==> src/rtl/skew_deskew_buffer.sv <==
// rtl/skew_deskew_buffer.sv - per-lane skew/deskew delay buffer feeding systolic array edges (optional SKEW_DESKEW_ZERO_FILL_EN)
module skew_deskew_buffer #(
    parameter int DATA_WIDTH = 16,
    parameter int NUM_LANES  = 4,
    parameter int SKEW_STEP  = 1
) (
    input  logic                                 clk,
    input  logic                                 rst,
    input  logic                                 en,
    input  logic                                 clear,
    input  logic                                 mode,
    input  logic                                 in_valid,
    input  logic [NUM_LANES-1:0][DATA_WIDTH-1:0] d_in,
    output logic [NUM_LANES-1:0][DATA_WIDTH-1:0] d_out,
    output logic [NUM_LANES-1:0]                 lane_valid,
    output logic                                 busy,
    output logic                                 mode_q
);

    // Every lane carries the full depth so either mode can be selected at run time.
    localparam int DEPTH = (NUM_LANES - 1) * SKEW_STEP;
    localparam int IDX_W = (DEPTH > 1) ? $clog2(DEPTH) : 1;

    // Stage k of a lane holds the input accepted k+1 enabled cycles ago.
    // Data bits are carried untouched, so the signed interpretation is preserved.
    logic [NUM_LANES-1:0][DEPTH-1:0][DATA_WIDTH-1:0] data_q, data_d;
    logic [NUM_LANES-1:0][DEPTH-1:0]                 valid_q, valid_d;
    logic                                            mode_d;

    logic [NUM_LANES-1:0][DATA_WIDTH-1:0] tap_data;
    logic [NUM_LANES-1:0]                 tap_valid;
    int                                   dly;
    logic [IDX_W-1:0]                     tap_idx;

    // Anything stored counts as in flight, regardless of which stage is tapped.
    assign busy = |valid_q;

    // Next state: clear flushes everything, en shifts, mode latches only while idle.
    always_comb begin
        data_d  = data_q;
        valid_d = valid_q;
        mode_d  = mode_q;
        if (clear) begin
            data_d  = '0;
            valid_d = '0;
            mode_d  = mode;
        end else begin
            if (en) begin
                for (int i = 0; i < NUM_LANES; i++) begin
                    for (int k = DEPTH - 1; k > 0; k--) begin
                        data_d[i][k]  = data_q[i][k-1];
                        valid_d[i][k] = valid_q[i][k-1];
                    end
                    data_d[i][0]  = d_in[i];
                    valid_d[i][0] = in_valid;
                end
            end
            if (!busy && !in_valid) begin
                mode_d = mode;
            end
        end
    end

    // State register with synchronous reset.
    always_ff @(posedge clk) begin
        if (rst) begin
            data_q  <= '0;
            valid_q <= '0;
            mode_q  <= 1'b0;
        end else begin
            data_q  <= data_d;
            valid_q <= valid_d;
            mode_q  <= mode_d;
        end
    end

    // Output taps: delay grows with lane index in skew mode and shrinks in deskew mode.
    always_comb begin
        tap_data  = '0;
        tap_valid = '0;
        dly       = 0;
        tap_idx   = '0;
        for (int i = 0; i < NUM_LANES; i++) begin
            dly = mode_q ? (NUM_LANES - 1 - i) * SKEW_STEP : i * SKEW_STEP;
            if (dly == 0) begin
                tap_idx      = '0;
                tap_data[i]  = d_in[i];
                tap_valid[i] = in_valid & en;
            end else begin
                tap_idx      = IDX_W'(dly - 1);
                tap_data[i]  = data_q[i][tap_idx];
                tap_valid[i] = valid_q[i][tap_idx];
            end
        end
    end

    // Output qualification: optionally blank data whenever the lane is not valid.
    always_comb begin
        lane_valid = tap_valid;
        d_out      = '0;
        for (int i = 0; i < NUM_LANES; i++) begin
`ifdef SKEW_DESKEW_ZERO_FILL_EN
            d_out[i] = tap_valid[i] ? tap_data[i] : '0;
`else
            d_out[i] = tap_data[i];
`endif
        end
    end

endmodule

==> config.mk <==
export PLATFORM = sky130hd
export DESIGN_NAME = skew_deskew_buffer
export DESIGN_NICKNAME = d
export VERILOG_FILES = /design/src/rtl/skew_deskew_buffer.sv
export SDC_FILE = /design/constraint.sdc
export NUM_CORES = 1
export LEC_CHECK = 0
export ABC_CLOCK_PERIOD_IN_PS = 1300
export CORE_MARGIN = 1
export CORE_UTILIZATION = 46
export CTS_CLUSTER_SIZE = 40
export DETAILED_ROUTE_END_ITERATION = 8
export HOLD_SLACK_MARGIN = 0.12
export PLACE_DENSITY = 0.76
export REMOVE_ABC_BUFFERS = 1
export SYNTH_ARGS = -nofsm -noshare
export SYNTH_HDL_FRONTEND = slang
export SYNTH_SLANG_ARGS = --single-unit
==> constraint.sdc <==
create_clock -name clk -period 1.3 [get_ports clk]
set_input_delay 0.26 -clock clk [delete_from_list [all_inputs] [get_ports clk]]
set_output_delay 0.26 -clock clk [all_outputs]
set_load 0.01 [all_outputs]
# Yosys cells after proc, flatten, opt, wreduce, memory -nomap -nowiden
# Cells that the tools add are included.
[op_classes]
n_bitwise = 1
n_addsub = 4
mux = 30
n_reduce_logical = 10
order_cmp = 4
[op_table]
columns = ["operator", "n"]
rows = [
  ["16-bit binary-select mux with 2-bit select", 4],
  ["32-bit zero test", 4],
  ["16-bit 2-to-1 mux", 8],
  ["2-bit by 3-bit less-than comparator with 1-bit output (second input constant)", 4],
  ["12-bit OR reduction", 1],
  ["1-bit 2-to-1 mux", 10],
  ["1-bit binary-select mux with 2-bit select", 4],
  ["2-bit 2-to-1 mux", 4],
  ["2-bit by 1-bit subtractor with 2-bit output (second input constant)", 4],
  ["1-bit zero test", 2],
  ["2-bit nonzero test", 1],
  ["2-bit OR reduction", 1],
  ["1-bit AND", 1],
  ["1-bit logical AND", 1],
]
[totals]
regBits = 205
inputBits = 70

# Logic depth before layout (Yosys ltp)
[depth]
ltp_word = 5
depth_mapped = 5

# Worst setup path before layout
# OpenSTA, ideal clock, no wires.
[synth_path]
path_kind = "register to output"
from = "reg mode_q"
to = "out d_out[24] (netlist bit)"
stages_incl_launch_ff = 5
arrival_time_ns = 1.171
path_slack_ns = -0.131
required_ns = 1.040
cell_sequence = "dfxtp_1 -> buf_2 -> buf_6 -> buf_4 -> mux2_1"
[synth_rtl]
columns = ["element", "line_no", "text"]
rows = [
  ["start: declaration", "17", "output logic mode_q"],
  ["start signal: assignment", "73", "mode_q <= mode_d;"],
  ["end: declaration", "14", "output logic [NUM_LANES-1:0][DATA_WIDTH-1:0] d_out,"],
]

==> flow_summary_export.csv <==
group,metric,value,unit
run_status,status,"complete, but fails checks",
run_status,violations,"setup timing",
synthesis,synth_xor_area_frac,0,
sta,setup_tns,-36.33,ns
finish,finish.utilization,0.697,
finish,fin_area,10100,um^2
placed_design,place_area,9030,um^2
finish,diodes,0,
global_routing,grt_max_degree,60,
placed_design,io_buffers,139,
finish,regArea,3290,um^2
min_path,hp-class,"in -> reg",
setup_path,worstSetupPathType,"reg -> out",
synthesis,synthMuxAreaShare,0.349,
sta,setup_viol,71,
synthesis,syn_inst,612,
synthesis,synthAdderAreaFrac,0,
min_path,hold_depth,3,
detailed_routing,drt_iter0_markers,138,
setup_path,required,1.04,ns
clock_network,cts-buffers-inserted,17,
pwr,power_frac_comb,0.144,
sta,grt_setup_unrepaired,"yes",
floorplanning,dieWidth,123,um
synthesis,synth_area_per_cell,11.1,um^2
setup_path,r2r_end,"mode_q$_SDFFE_PP0P_",
setup_path,cpMaxStageDelayCell,"dfxtp_4",
setup_path,rrSetupSlack,-0.01,ns
setup_path,crit_path_start_kind,"flip-flop",
placed_design,dpl.hpwl,9.91,mm
detailed_routing,firstDrtPassIters,4,
synthesis,synth_area,6790,um^2
floorplanning,start_util,0.469,
finish,nets,922,
detailed_routing,drt_wl_total,15.7,mm
floorplanning,core_area,14500,um^2
setup_path,worstPathMaxFanout,7,
global_routing,grtUsageTotal,0.194,
min_path,min_to,"valid_q[0]$_SDFFE_PP0P_",
finish,final_cell_mix,"mux2i_1, dfxtp_1, nor2_1, buf_4, nor2_2",
synthesis,seq_area_frac_synth,0.484,
pwr,p_per_area,1130,nW/um^2
detailed_routing,route.vias.total,5099,
sta,min_period,1.97,ns
global_routing,grt.overflow.total,0,
sta,period_share,1.52,
clock_network,htreeDepth,4,
global_routing,grt_pass1_vias,5161,
sta,worst_slew_margin_rel,0.717,
pwr,intPower,8840,uW
pwr,p_sw,2570,uW
clock_network,clk_path_buf_depth,2,
sta,fmax,0.507,GHz
synthesis,synthSimpleGateAreaFrac,0.122,
min_path,hp-start,"en",
clock_network,clkTransAtPathRegs,0.06,ns
synthesis,ys_seq_elements,164,
detailed_routing,drc,0,
placed_design,routabilityCongestion,0.748,
floorplanning,std_cell_rows,44,
global_routing,grt_pass1_wl,23.0,mm
detailed_routing,avgViaCountPerCell,4.87,
pwr,switching_share,0.225,
sta,drv_slew,0,
clock_network,cts_num_sinks,164,
finish,area_growth,48.7,%
synthesis,synth_top_family_by_area,"multiplexers",
floorplanning,die-height,123,um
pwr,sequentialPowerShare,0.452,
setup_path,worst_setup_path_end_kind,"primary output",
sta,setup_slack,-0.673,ns
flow_run,drv_cap,0,
pwr,leakage,0.00465,uW
synthesis,synth-compound-area-share,0.00424,
setup_path,reg2reg_from,"mode_q$_SDFFE_PP0P_",
floorplanning,ios,140,
sta,finClkSkew,0.00673,ns
pwr,irDropWorstVdd,0.000818,V
synthesis,yosysUniqueCellTypes,20,
finish,fillCellCount,1028,
synthesis,ys_async_sr_fraction,0,
clock_network,clk_latency,0.42,ns
sta,worstMarginPinSlew,0.424,ns
sta,hold_viol_final,0,
synthesis,synth_edf_count,0,
setup_path,slowest_delay,0.39,ns
setup_path,cp.arrival,1.71,ns
detailed_routing,ant_nets,0,
finish,multiInputGateArea,3410,um^2
synthesis,yosys_warnings,0,
setup_path,rr_worst_depth,5,
clock_network,cts-root-buf,"clkbuf_16",
floorplanning,die_area,15200,um^2
detailed_routing,drt-wirelength-per-cell,15.0,um
pwr,p_clk_frac,0.403,
synthesis,ys.flop_type,"dfxtp_1",
clock_network,cts_tree,"yes",
finish,mostFrequentLayoutCell,"mux2i_1",
global_routing,antenna_found_initial,0,
finish,drive_gt1_frac,0.408,
setup_path,cp_cell_sequence,"buf_12 -> buf_8 -> buf_12 -> buf_6 -> mux2_4 -> buf_6",
## synth_stat cells, types with 3 or more instances
library cell  count  area [um^2]
buf_2            22          110
buf_4             3         22.5
buf_6            10          113
clkbuf_1          9         33.8
dfxtp_1         164         3280
mux2_1            8         90.1
mux2_2           58          653
mux2i_1         162         1620
nand2_1           3         11.3
nor2_1           92          345
nor2_2           70          438
o21ai_0           3         15.0
## cell families after synthesis
logic type | after synthesis
muxes | 228
and+or+nand+nor | 170
DFF | 164
buffers and inverters | 45
AOI/OAI and AO/OA | 5
## what timing repair did
item / 4_1_cts / 5_1_grt
hold buffers: 0 / 0
pin swaps: 0 / 2
setup endpoints to repair: 71 / 71
gates resized for setup: 163 / 172
buffers inserted: 8 / 20
gates cloned: 0 / 4
## through the flow
| step | worst slack, ns | std cells | hold WS (ns) | total power [uW] |
|---|---|---|---|---|
| floorplan | -2.89 | 568 | 0.362 | 5820 |
| global placement | -0.476 | 987 | 0.466 | 6650 |
| detailed placement | -0.510 | 987 | 0.480 | 6690 |
| CTS | -0.852 | 1025 | 0.184 | 11300 |
| global route | -0.724 | 1047 | 0.209 | 11900 |
| finish | -0.673 | 1047 | 0.225 | 11400 |
## cell type report
class,count,area share
flip-flops and latches,164,0.327
clock inverters,6,0.00546
repair buffers,265,0.259
multi-input cells,403,0.338
inverters,1,0.000372
well taps,184,0.0228
clock buffers,24,0.0477
## power groups by stage
stage               sequential (uW)  clock, uW  combinational, uW
detailed placement             5270          0               1420
CTS                            5160       4700               1450
finish                         5160       4600               1650
global route                   5170       4940               1750
floorplan                      5300          0                526
global placement               5260          0               1380
## worst max path at each step
stage	depth (start not counted)	endpoint	startpoint	slack, ns
floorplan	2	data_q[111]$_SDFFE_PP0P_	rst	-2.89
detailed placement	4	lane_valid[3]	in_valid	-0.51
finish	6	d_out[37]	mode_q$_SDFFE_PP0P_	-0.67
global placement	4	lane_valid[0]	in_valid	-0.48
CTS	3	d_out[12]	mode_q$_SDFFE_PP0P_	-0.85
global route	6	d_out[37]	mode_q$_SDFFE_PP0P_	-0.72
## registers in the layout, indices dropped and copies added (netlist names)
register,count
data_q,160
mode_q,1
valid_q,3
## metal layers
layer | part of all wire | vias up | track usage | routed length, um
li1 | - | 2548 | - | -
met1 | 0.43 | 2422 | 0.214 | 6700
met2 | 0.51 | 105 | 0.353 | 8060
met3 | 0.040 | 24 | 0.0480 | 620
met4 | 0.019 | 0 | 0.0806 | 291
met5 | 0 | - | 0 | 0
## critical path, delay by kind of cell (launching register included)
kind | cells | cell delay, ns
flip-flops | 1 | 0.39
multiplexers | 1 | 0.30
buffers and inverters | 5 | 0.60
Note: power is estimated with default switching activity, not from simulation.
